===== config.mk =====
export PLATFORM = sky130hd
export DESIGN_NAME = lfsr
export DESIGN_NICKNAME = d
export VERILOG_FILES = /design/src/rtl/lfsr_pkg.sv /design/src/rtl/lfsr_step.sv /design/src/rtl/lfsr.sv
export SDC_FILE = /design/constraint.sdc
export NUM_CORES = 1
export LEC_CHECK = 0
export BUFFER_PORTS_ARGS = -buffer_cell sky130_fd_sc_hd__buf_2
export CAP_MARGIN = 20
export CORE_AREA = 5 5 42 44
export DETAILED_ROUTE_END_ITERATION = 10
export DIE_AREA = 0 0 47 49
export PLACE_DENSITY = 0.7
export SLEW_MARGIN = 5
export SYNTH_ARGS = -nofsm -noshare
export SYNTH_HDL_FRONTEND = slang
export SYNTH_SLANG_ARGS = --single-unit

===== constraint.sdc =====
create_clock -name clk -period 1.9 [get_ports clk]
set_clock_uncertainty 0.15 [all_clocks]
set_input_delay 0.38 -clock clk [delete_from_list [all_inputs] [get_ports clk]]
set_output_delay 0.38 -clock clk [all_outputs]
set_load 0.05 [all_outputs]

===== src/rtl/lfsr_pkg.sv =====
// Shared LFSR constants and the maximal-length tap table for widths 2..32.
package lfsr_pkg;

  localparam int unsigned LFSR_MIN_W = 2;
  localparam int unsigned LFSR_MAX_W = 32;

  // Fibonacci tap masks (bit i set = stage i+1 feeds the XOR), one primitive polynomial per width
  function automatic logic [31:0] lfsr_taps(input int unsigned width);
    logic [31:0] taps;
    case (width)
      2:       taps = 32'h0000_0003;
      3:       taps = 32'h0000_0006;
      4:       taps = 32'h0000_000C;
      5:       taps = 32'h0000_0014;
      6:       taps = 32'h0000_0030;
      7:       taps = 32'h0000_0060;
      8:       taps = 32'h0000_00B8;
      9:       taps = 32'h0000_0110;
      10:      taps = 32'h0000_0240;
      11:      taps = 32'h0000_0500;
      12:      taps = 32'h0000_0829;
      13:      taps = 32'h0000_100D;
      14:      taps = 32'h0000_2015;
      15:      taps = 32'h0000_6000;
      16:      taps = 32'h0000_D008;
      17:      taps = 32'h0001_2000;
      18:      taps = 32'h0002_0400;
      19:      taps = 32'h0004_0023;
      20:      taps = 32'h0009_0000;
      21:      taps = 32'h0014_0000;
      22:      taps = 32'h0030_0000;
      23:      taps = 32'h0042_0000;
      24:      taps = 32'h00E1_0000;
      25:      taps = 32'h0120_0000;
      26:      taps = 32'h0200_0023;
      27:      taps = 32'h0400_0013;
      28:      taps = 32'h0900_0000;
      29:      taps = 32'h1400_0000;
      30:      taps = 32'h2000_0029;
      31:      taps = 32'h4800_0000;
      32:      taps = 32'h8020_0003;
      default: taps = 32'h0000_0000;
    endcase
    return taps;
  endfunction

endpackage


===== src/rtl/lfsr_step.sv =====
// One Fibonacci LFSR step; an all-zero input is steered back to SEED.
module lfsr_step
  import lfsr_pkg::*;
#(
  parameter int unsigned          WIDTH = 9,
  parameter logic [WIDTH-1:0]     SEED  = WIDTH'(1)
) (
  input  logic [WIDTH-1:0] s,
  output logic [WIDTH-1:0] next
);

  localparam logic [31:0]      TAPS_ALL = lfsr_taps(WIDTH);
  localparam logic [WIDTH-1:0] TAPS     = TAPS_ALL[WIDTH-1:0];

  logic fb;

  always_comb begin
    fb   = ^(s & TAPS);
    next = {s[WIDTH-2:0], fb};
    // Lock-up escape: zero would otherwise map to itself forever
    if (s == '0) begin
      next = SEED;
    end
  end

endmodule


===== src/rtl/lfsr.sv =====
// Free-running maximal-length LFSR with enable, zero-guarded seed load and at-seed flag.
module lfsr
  import lfsr_pkg::*;
#(
  parameter int unsigned      WIDTH = 9,
  parameter logic [WIDTH-1:0] SEED  = WIDTH'(1)
) (
  input  logic             clk,
  input  logic             reset,
  input  logic             enable,
  input  logic             load,
  input  logic [WIDTH-1:0] load_value,
  output logic [WIDTH-1:0] state,
  output logic             at_seed
);

  // Reject parameter sets the tap table or the zero-state guard cannot honour
  if (WIDTH < LFSR_MIN_W || WIDTH > LFSR_MAX_W) begin : g_bad_width
    $error("lfsr: WIDTH out of range 2..32");
  end
  if (SEED == '0) begin : g_bad_seed
    $error("lfsr: SEED must be nonzero");
  end

  logic [WIDTH-1:0] state_q;
  logic [WIDTH-1:0] step_next;
  logic [WIDTH-1:0] load_seed;

  lfsr_step #(
    .WIDTH (WIDTH),
    .SEED  (SEED)
  ) u_step (
    .s    (state_q),
    .next (step_next)
  );

  assign load_seed = (load_value != '0) ? load_value : SEED;

  // Load outranks enable; with neither the register holds
  always_ff @(posedge clk or negedge reset) begin
    if (!reset) begin
      state_q <= SEED;
    end else if (load) begin
      state_q <= load_seed;
    end else if (enable) begin
      state_q <= step_next;
    end
  end

  assign state   = state_q;
  assign at_seed = (state_q == SEED);

endmodule


# Word-level counts from Yosys, hierarchy flattened

Index checks and enable logic that the tools add are counted.

Output and inout port bits: 10
Bits of input ports: 13
Word-level logic and storage cells: 10
Register bits: 9

Equal/unequal tests: 1
Reductions and logical operators: 4
Mux-type cells: 4

Operators by type and width:

| kind                                                                  | number |
|---|---|
| 9-bit two-way mux                                                     | 4 |
| 9-bit by 1-bit equality test with 1-bit output, second input constant | 1 |
| 9-bit logical NOT                                                     | 1 |
| 9-bit nonzero test                                                    | 1 |
| 9-bit parity                                                          | 1 |
| 2-bit nonzero test                                                    | 1 |

# Logic depth before layout (Yosys ltp)

Gate-level depths: netlist (run 1).

Depth after elaboration: 4
Depth in mapped cells: 4
Gate-level depth less buffers: 4

# Modules after synthesis

Synthesis (run 1) repeated with hierarchy kept, for this count alone.

Cells, all modules: 58
Area, all modules: 521.8 sq um

By module, submodules not included:

| module    | times used | cells an instance | area each (sq um) |
|---|---|---|---|
| lfsr      | 1          | 46                | 459.2 |
| lfsr_step | 1          | 12                | 62.6 |

# Worst setup path before layout (run 1)

Ideal clock, no wire load.

Path kind: reg-to-output
Start: register state_q[7] (netlist: state[7])
End: output at_seed
Arrival: 1.291 ns
Setup slack: 0.079 ns
Cell stages (with the launch flop): 3
Path through: dfrtp_1 -> nor4_2 -> and3_2

Cells in the longest elaborated chain, start to end: 1

RTL lines:

| item                                           | RTL line   | source |
|---|---|---|
| start, declared                                | lfsr.sv:25 | `logic [WIDTH-1:0] state_q;` |
| start signal, assigned                         | lfsr.sv:44 | `state_q <= load_seed;` |
| start signal, assigned                         | lfsr.sv:46 | `state_q <= step_next;` |
| 9-bit by 1-bit equality test with 1-bit output | lfsr.sv:51 | `assign at_seed = (state_q == SEED);` |
| end, declared                                  | lfsr.sv:14 | `output logic at_seed` |

Every way passes these cells.

# Worst setup path after layout (run 1)

Start: register state_q[4] (netlist: state[4])
End: output at_seed

The elaborated chain is that of the path after synthesis.

==> summary.txt, run 1 <==
Run status
  • Status: finished clean

Critical path
  • Data required, critical path: 1370 ps
  • Setup crit end: at_seed
  • CP Capture Type: primary output
  • R2R Setup Slk: 420 ps
  • Max FO, Critical Path: 5
  • R2R Path End: state[0]$_DFFE_PN1P_
  • Worst setup path start: state[4]$_DFFE_PN0P_
  • Critical Path Source Type: flip-flop
  • Cells on worst reg2reg path: 4
  • R2R Path Start: state[4]$_DFFE_PN0P_
  • Crit path DAT: 1370 ps
  • Type of the worst setup path: flip-flop to primary output

Yosys
  • Yosys warning count: 0
  • Net count after synthesis: 61
  • Cells after synthesis: 48
  • Yosys cell types: 17
  • Cell Area, Synth: 484 µm²
  • Avg Cell Area, Syn: 10.1 µm²
  • #FFs+latches synth: 9
  • Sequential element share of the synthesized area: 0.468

Drt
  • First-pass DRT Iterations: 4
  • Detail Route met2 WL: 540 µm
  • Vias: 443
  • Final ANT Viol Nets: 0
  • WL met3: 99 µm
  • DR iter-0 viols: 11
  • Highest routed layer: met3
  • DRC Markers: 0
  • Routed length per instance: 13.3 µm
  • Routed WL: 1.19 mm
  • Wl on met1: 545 µm
  • Vias per inst: 4.98

Global routing
  • Pin count of the biggest net entering global routing: 19
  • Overflow left after global routing: 0
  • Initial antenna violation count: 0
  • Global-route wire length before repair: 1.88 mm
  • GR Util All Layers: 0.112
  • Vias in the first global route: 442

CTS
  • Worst-path clk slew: 70 ps
  • Clock Tree Root: clkbuf_4
  • H-tree Lvls: 1
  • Skew-Pair Late Insertion Delay: 260 ps
  • TritonCTS Sinks: 9
  • Total CTS buffers: 3
  • TritonCTS clock tree: done
  • Clock buffer depth: 2

Power and ir drop
  • Clock share of power: 0.270
  • Internal power: 0.000351 W
  • Net Sw Power: 0.000222 W
  • Sw frac: 0.388
  • Power per cell area: 869 nW/µm²
  • Worst ir drop on vdd: 0.480 mV
  • Leakage: 0.324 nW
  • Combinational share of power: 0.304
  • Total Power: 0.000573 W
  • Sequential fraction of design power: 0.426

Place
  • # placed instances: 83
  • Final HPWL DP: 851 µm
  • Placer Congestion: 0.773
  • PortBufs: 22
  • Place WS: 211 ps

STA
  • Setup violations, final: 0
  • Final Cycle Share: 0.998
  • Setup ws final: 3.61 ps
  • Period minus WS final: 1900 ps
  • Slew HR: 0.828
  • Setup TNS: 0 ps
  • Final Hold Viols: 0
  • Fmax: 0.527 GHz
  • Least-Margin Pin Slew: 256 ps
  • RSZ-0062 raised after global routing: true
  • Max-slew violations: 0

Die
  • Die Wd: 47 µm
  • I/O pin cnt: 23
  • Vert. Die Dim: 49 µm
  • Core area: 1400 µm²
  • Die ar.: 2300 µm²
  • Row cnt: 14
  • Initial Util: 0.346

Job
  • MaxCap Viol Count: 0

Finish
  • Multi-input logic area: 248 µm²
  • Non-Filler Instances: 89
  • # nets final: 87
  • Layout area overhead: 36.2%
  • Layout cells sized above 1: 0.438
  • Max reg flops: 9
  • Final core area utilization: 0.471
  • Flip-flop and latch area: 228 µm²
  • Fillers: 146
  • Antenna cell count: 0

Hold path
  • Worst min path class: input pin to flip-flop
## worst max-delay path, stage by stage, from the launching register on
cell and delay, ps:
dfrtp_2 460, nor4_4 290, and3_2 210, buf_6 150
## metrics by stage
step                instance area, µm²  hold slack, ps
finish                             659             188
CTS                                642             177
floorplan                          484           -65.6
global placement                   599            96.1
detailed placement                 599            92.8
global route                       659             197
## cells in the mapped netlist, drive strengths merged
library cell / n / share of area
inv: 1 / 0.0077
o21ai: 9 / 0.10
dfrtp: 8 / 0.41
nor4: 4 / 0.078
buf: 1 / 0.016
nand3b: 1 / 0.016
xnor2: 1 / 0.018
nand2: 8 / 0.062
nor2: 1 / 0.0077
clkbuf: 2 / 0.016
dfstp: 1 / 0.054
a311o: 1 / 0.021
a21oi: 1 / 0.010
and3: 1 / 0.016
mux2i: 8 / 0.17
## power groups by stage
stage / Combinational, W / Clock (W) / Sequential [W]
3_5_place_dp: 0.000167 / 0 / 0.000243
6_report: 0.000174 / 0.000155 / 0.000244
3_3_place_gp: 0.000168 / 0 / 0.000242
4_1_cts: 0.000170 / 0.000162 / 0.000240
5_1_grt: 0.000188 / 0.000169 / 0.000247
2_1_floorplan: 0.0000497 / 0 / 0.000312
## worst min-delay path by stage
stage | endpoint | slack (ps) | depth (start not counted) | start
floorplan | state[1]$_DFFE_PN0P_ | -70 | 0 | reset
global placement | state[8]$_DFFE_PN0P_ | 100 | 1 | reset
detailed placement | state[8]$_DFFE_PN0P_ | 90 | 1 | reset
CTS | state[7]$_DFFE_PN0P_ | 180 | 3 | load_value[7]
global route | state[2]$_DFFE_PN0P_ | 200 | 3 | load_value[2]
finish | state[7]$_DFFE_PN0P_ | 190 | 3 | load_value[7]
## cells in the final DEF, fill, tap and decap left out
| master | count |
|---|---|
| nor2_1 | 1 |
| nand2_1 | 8 |
| mux2i_1 | 8 |
| and3_2 | 1 |
| nor4_1 | 2 |
| clkbuf_4 | 3 |
| dfrtp_1 | 7 |
| inv_1 | 1 |
| nand3b_1 | 1 |
| nor4_2 | 1 |
| a311o_1 | 1 |
| buf_6 | 1 |
| xnor2_1 | 1 |
| dlygate4sd3_1 | 1 |
| dfrtp_2 | 1 |
| buf_4 | 1 |
| o21ai_2 | 1 |
| dfstp_2 | 1 |
| clkbuf_1 | 1 |
| a21oi_1 | 1 |
| o21ai_0 | 8 |
| buf_2 | 21 |
| nor4_4 | 1 |
## cell families after synthesis
group / after synthesis / synth area share
buffers and inverters: 4 / 0.0388
xor gates and xnor gates: 1 / 0.0181
AOI/OAI and AO/OA: 11 / 0.132
muxes: 8 / 0.165
and+or+nand+nor: 15 / 0.178
DFF: 9 / 0.468
## area by class of cell
class	count	area share
clock buffers	4	0.0398
inverters	1	0.00569
multi-input cells	35	0.376
flip-flops and latches	9	0.345
well taps	16	0.0304
repair buffers	24	0.203
## timing repair
| item | 4_1_cts | 5_1_grt |
|---|---|---|
| pin swaps | 0 | 2 |
| hold buffers | 1 | 0 |
| cloned | 0 | 0 |
| endpoints found under the setup margin | 1 | 1 |
| endpoints found under the hold margin | 8 | 0 |
| gates resized for setup | 2 | 2 |
| buffers inserted | 0 | 1 |
## per-layer routing
layer  up-vias  global-route usage
met5         -                   0
met1       200               0.161
met3         0              0.0221
li1        224                   -
met2        19               0.154
met4         0              0.0553
(Power assumes the default switching activity.)
==> run 2, diff against run 1 <==
--- a/config.mk
+++ b/config.mk
@@ -10,8 +10,9 @@
 export CORE_AREA = 5 5 42 44
 export DETAILED_ROUTE_END_ITERATION = 10
 export DIE_AREA = 0 0 47 49
-export PLACE_DENSITY = 0.7
+export PLACE_DENSITY = 0.73
 export SLEW_MARGIN = 5
 export SYNTH_ARGS = -nofsm -noshare
 export SYNTH_HDL_FRONTEND = slang
+export SYNTH_HIERARCHICAL = 1
 export SYNTH_SLANG_ARGS = --single-unit
==> run 2 against run 1 <==
Compared with the run above: register-to-register slack lost 350 ps; cell count grew 5.6%; critical path depth grew 1; area after synthesis grew 7.8%; synthesized cell count grew 21%; cell area grew 6.6%; the flow now finishes with violations (negative setup slack); routed wire length grew 15%.
==> summary.txt, run 2 <==
Yosys
  • Main synth FF type: dfrtp_1
  • Count leader, synth: nand2_1
  • #FFs+latches synth: 9
  • Avg Cell Area, Syn: 9.00 µm²
  • Yosys warning count: 6
  • Top post-synthesis cells by area: dfrtp_1, mux2i_1, o21ai_0
  • Area leader, netlist: dfrtp_1
  • Yosys top cell area share: 0.384
  • Cells after synthesis: 58
  • Post-synth EDFFs: 0
  • Cell Area, Synth: 522 µm²
  • Sequential element share of the synthesized area: 0.434
  • Net count after synthesis: 71
  • Yosys cell types: 19
  • Top cells by count, synth: nand2_1, dfrtp_1, mux2i_1
  • Async set or reset register ratio after synthesis: 1.00

Die
  • Die Wd: 47 µm
  • Row cnt: 14
  • Initial Util: 0.372
  • Vert. Die Dim: 49 µm
  • Core area: 1400 µm²
  • Die ar.: 2300 µm²
  • I/O pin cnt: 23

Global routing
  • Global-route wire length before repair: 2.17 mm
  • Vias in the first global route: 491
  • GR Util All Layers: 0.132
  • Overflow left after global routing: 0
  • Pin count of the biggest net entering global routing: 19
  • Initial antenna violation count: 0

STA
  • Hold_ws: 198 ps
  • Setup ws final: -107 ps
  • Fmax: 0.498 GHz
  • Final Cycle Share: 1.06
  • Least-Margin Pin Slew: 308 ps
  • RSZ-0062 raised after global routing: true
  • Setup violations, final: 1
  • Period minus WS final: 2010 ps
  • Max-slew violations: 0
  • Final Hold Viols: 0
  • Slew HR: 0.792

CTS
  • Worst-path clk slew: 60 ps
  • Clock buffer depth: 2
  • TritonCTS Sinks: 9
  • Clock Tree Root: clkbuf_4
  • TritonCTS clock tree: done
  • Post-CTS setup repair buffer count: 0
  • H-tree Lvls: 1
  • Skew-Pair Late Insertion Delay: 260 ps
  • Total CTS buffers: 3

Power and ir drop
  • Clock share of power: 0.244
  • Internal power: 0.000365 W
  • Sequential fraction of design power: 0.407
  • Combinational share of power: 0.349
  • Sw frac: 0.380
  • Power per cell area: 838 nW/µm²
  • Total Power: 0.000589 W
  • Worst ir drop on vdd: 0.338 mV
  • Net Sw Power: 0.000224 W
  • Leakage: 0.336 nW

Hold path
  • Hold Startpoint: load_value[1]
  • Worst min path class: input pin to flip-flop

Drt
  • Routed WL: 1.36 mm
  • Routed length per instance: 14.5 µm
  • Final ANT Viol Nets: 0
  • Vias: 490
  • DRC Markers: 0
  • Vias per inst: 5.21
  • First-pass DRT Iterations: 4
  • DR iter-0 viols: 7

Place
  • Placer Congestion: 0.782
  • Place WS: 30.5 ps
  • Post-DP Area: 647 µm²
  • Final HPWL DP: 1.05 mm
  • # placed instances: 89
  • PortBufs: 22

Critical path
  • CP Capture Type: primary output
  • Crit path DAT: 1480 ps
  • Worst setup path start: state[4]$_DFFE_PN0P_
  • Slowest stage cell, crit path: dfrtp_2
  • Critical Path Source Type: flip-flop
  • CP cell instances: nor4_2, nand2_1, nor4b_4, buf_6
  • Type of the worst setup path: flip-flop to primary output
  • R2R Path Start: state[6]$_DFFE_PN0P_
  • Max FO, Critical Path: 2
  • Peak per-stage delay on the critical path: 400 ps
  • Data required, critical path: 1370 ps

Job
  • MaxCap Viol Count: 0

Finish
  • Max reg flops: 9
  • Non-Filler Instances: 94
  • # nets final: 92
  • Most common cell after layout, fill and taps aside: buf_2
  • Layout area overhead: 34.8%
  • Antenna cell count: 0
  • Commonest cells after routing, fill and taps aside: buf_2, nand2_1, mux2i_1
  • Layout cells sized above 1: 0.474
  • Post-Layout Inst Area: 703 µm²

Run status
  • Violated checks: negative setup slack
  • Status: complete, but fails checks
-- run 2: layout make-up --
| cell class | instances | area [µm²] |
|---|---|---|
| clock buffers | 4 | 26.3 |
| fillers | 147 | 698 |
| flip-flops and latches | 9 | 231 |
| repair buffers | 27 | 156 |
| multi-input cells | 38 | 269 |
| well taps | 16 | 20.0 |
-- run 2: what timing repair did --
item	CTS	global route
pin swaps	3	1
hold buffers	1	0
gates resized for setup	3	1
setup endpoints to repair	1	2
hold endpoints to repair	8	0
-- run 2: metrics by stage --
step / util / setup TNS [ps]
after detailed placement: 0.462 / 0
final: 0.502 / -107
after CTS: 0.496 / -116
after floorplan: - / -209
after global routing: 0.502 / -197
after global placement: 0.462 / 0
-- run 2: final timing paths --
kind,cells past startpoint,slack [ps],end
max,4,-110,at_seed
min,3,200,state[1]$_DFFE_PN0P_
max reg2reg,4,70,state[0]$_DFFE_PN1P_
min reg2reg,2,490,state[1]$_DFFE_PN0P_
max in group asynchronous,2,990,state[0]$_DFFE_PN1P_
min in group asynchronous,2,360,state[3]$_DFFE_PN0P_
-- run 2: power by group through the flow --
stage | Clock [W] | Combinational [W] | Sequential [W]
2_1_floorplan | 0 | 0.0000656 | 0.000316
3_3_place_gp | 0 | 0.000197 | 0.000239
3_5_place_dp | 0 | 0.000199 | 0.000241
4_1_cts | 0.000151 | 0.000202 | 0.000240
5_1_grt | 0.000161 | 0.000220 | 0.000241
6_report | 0.000144 | 0.000206 | 0.000240
-- run 2: critical path: cells and delay by family, from the launching register on --
kind	cells	cell delay [ps]
AND/OR/NAND/NOR	3	630
buffers and inverters	1	190
flip-flops	1	400
-- run 2: logic make-up after synthesis --
group,Yosys count,synth area share
AND/OR/NAND/NOR,17,0.175
flip-flops,9,0.434
XOR/XNOR,1,0.0168
AO/OA/AOI/OAI,12,0.127
multiplexers,8,0.153
buffers and inverters,11,0.0935
-- run 2: routing by layer --
| layer | track usage | vias up | share of wire |
|---|---|---|---|
| met1 | 0.184 | 229 | 0.46 |
| met4 | 0.0829 | 0 | 0.0096 |
| met3 | 0.0332 | 2 | 0.079 |
| met2 | 0.174 | 18 | 0.45 |
| li1 | - | 241 | - |
| met5 | 0 | - | 0 |
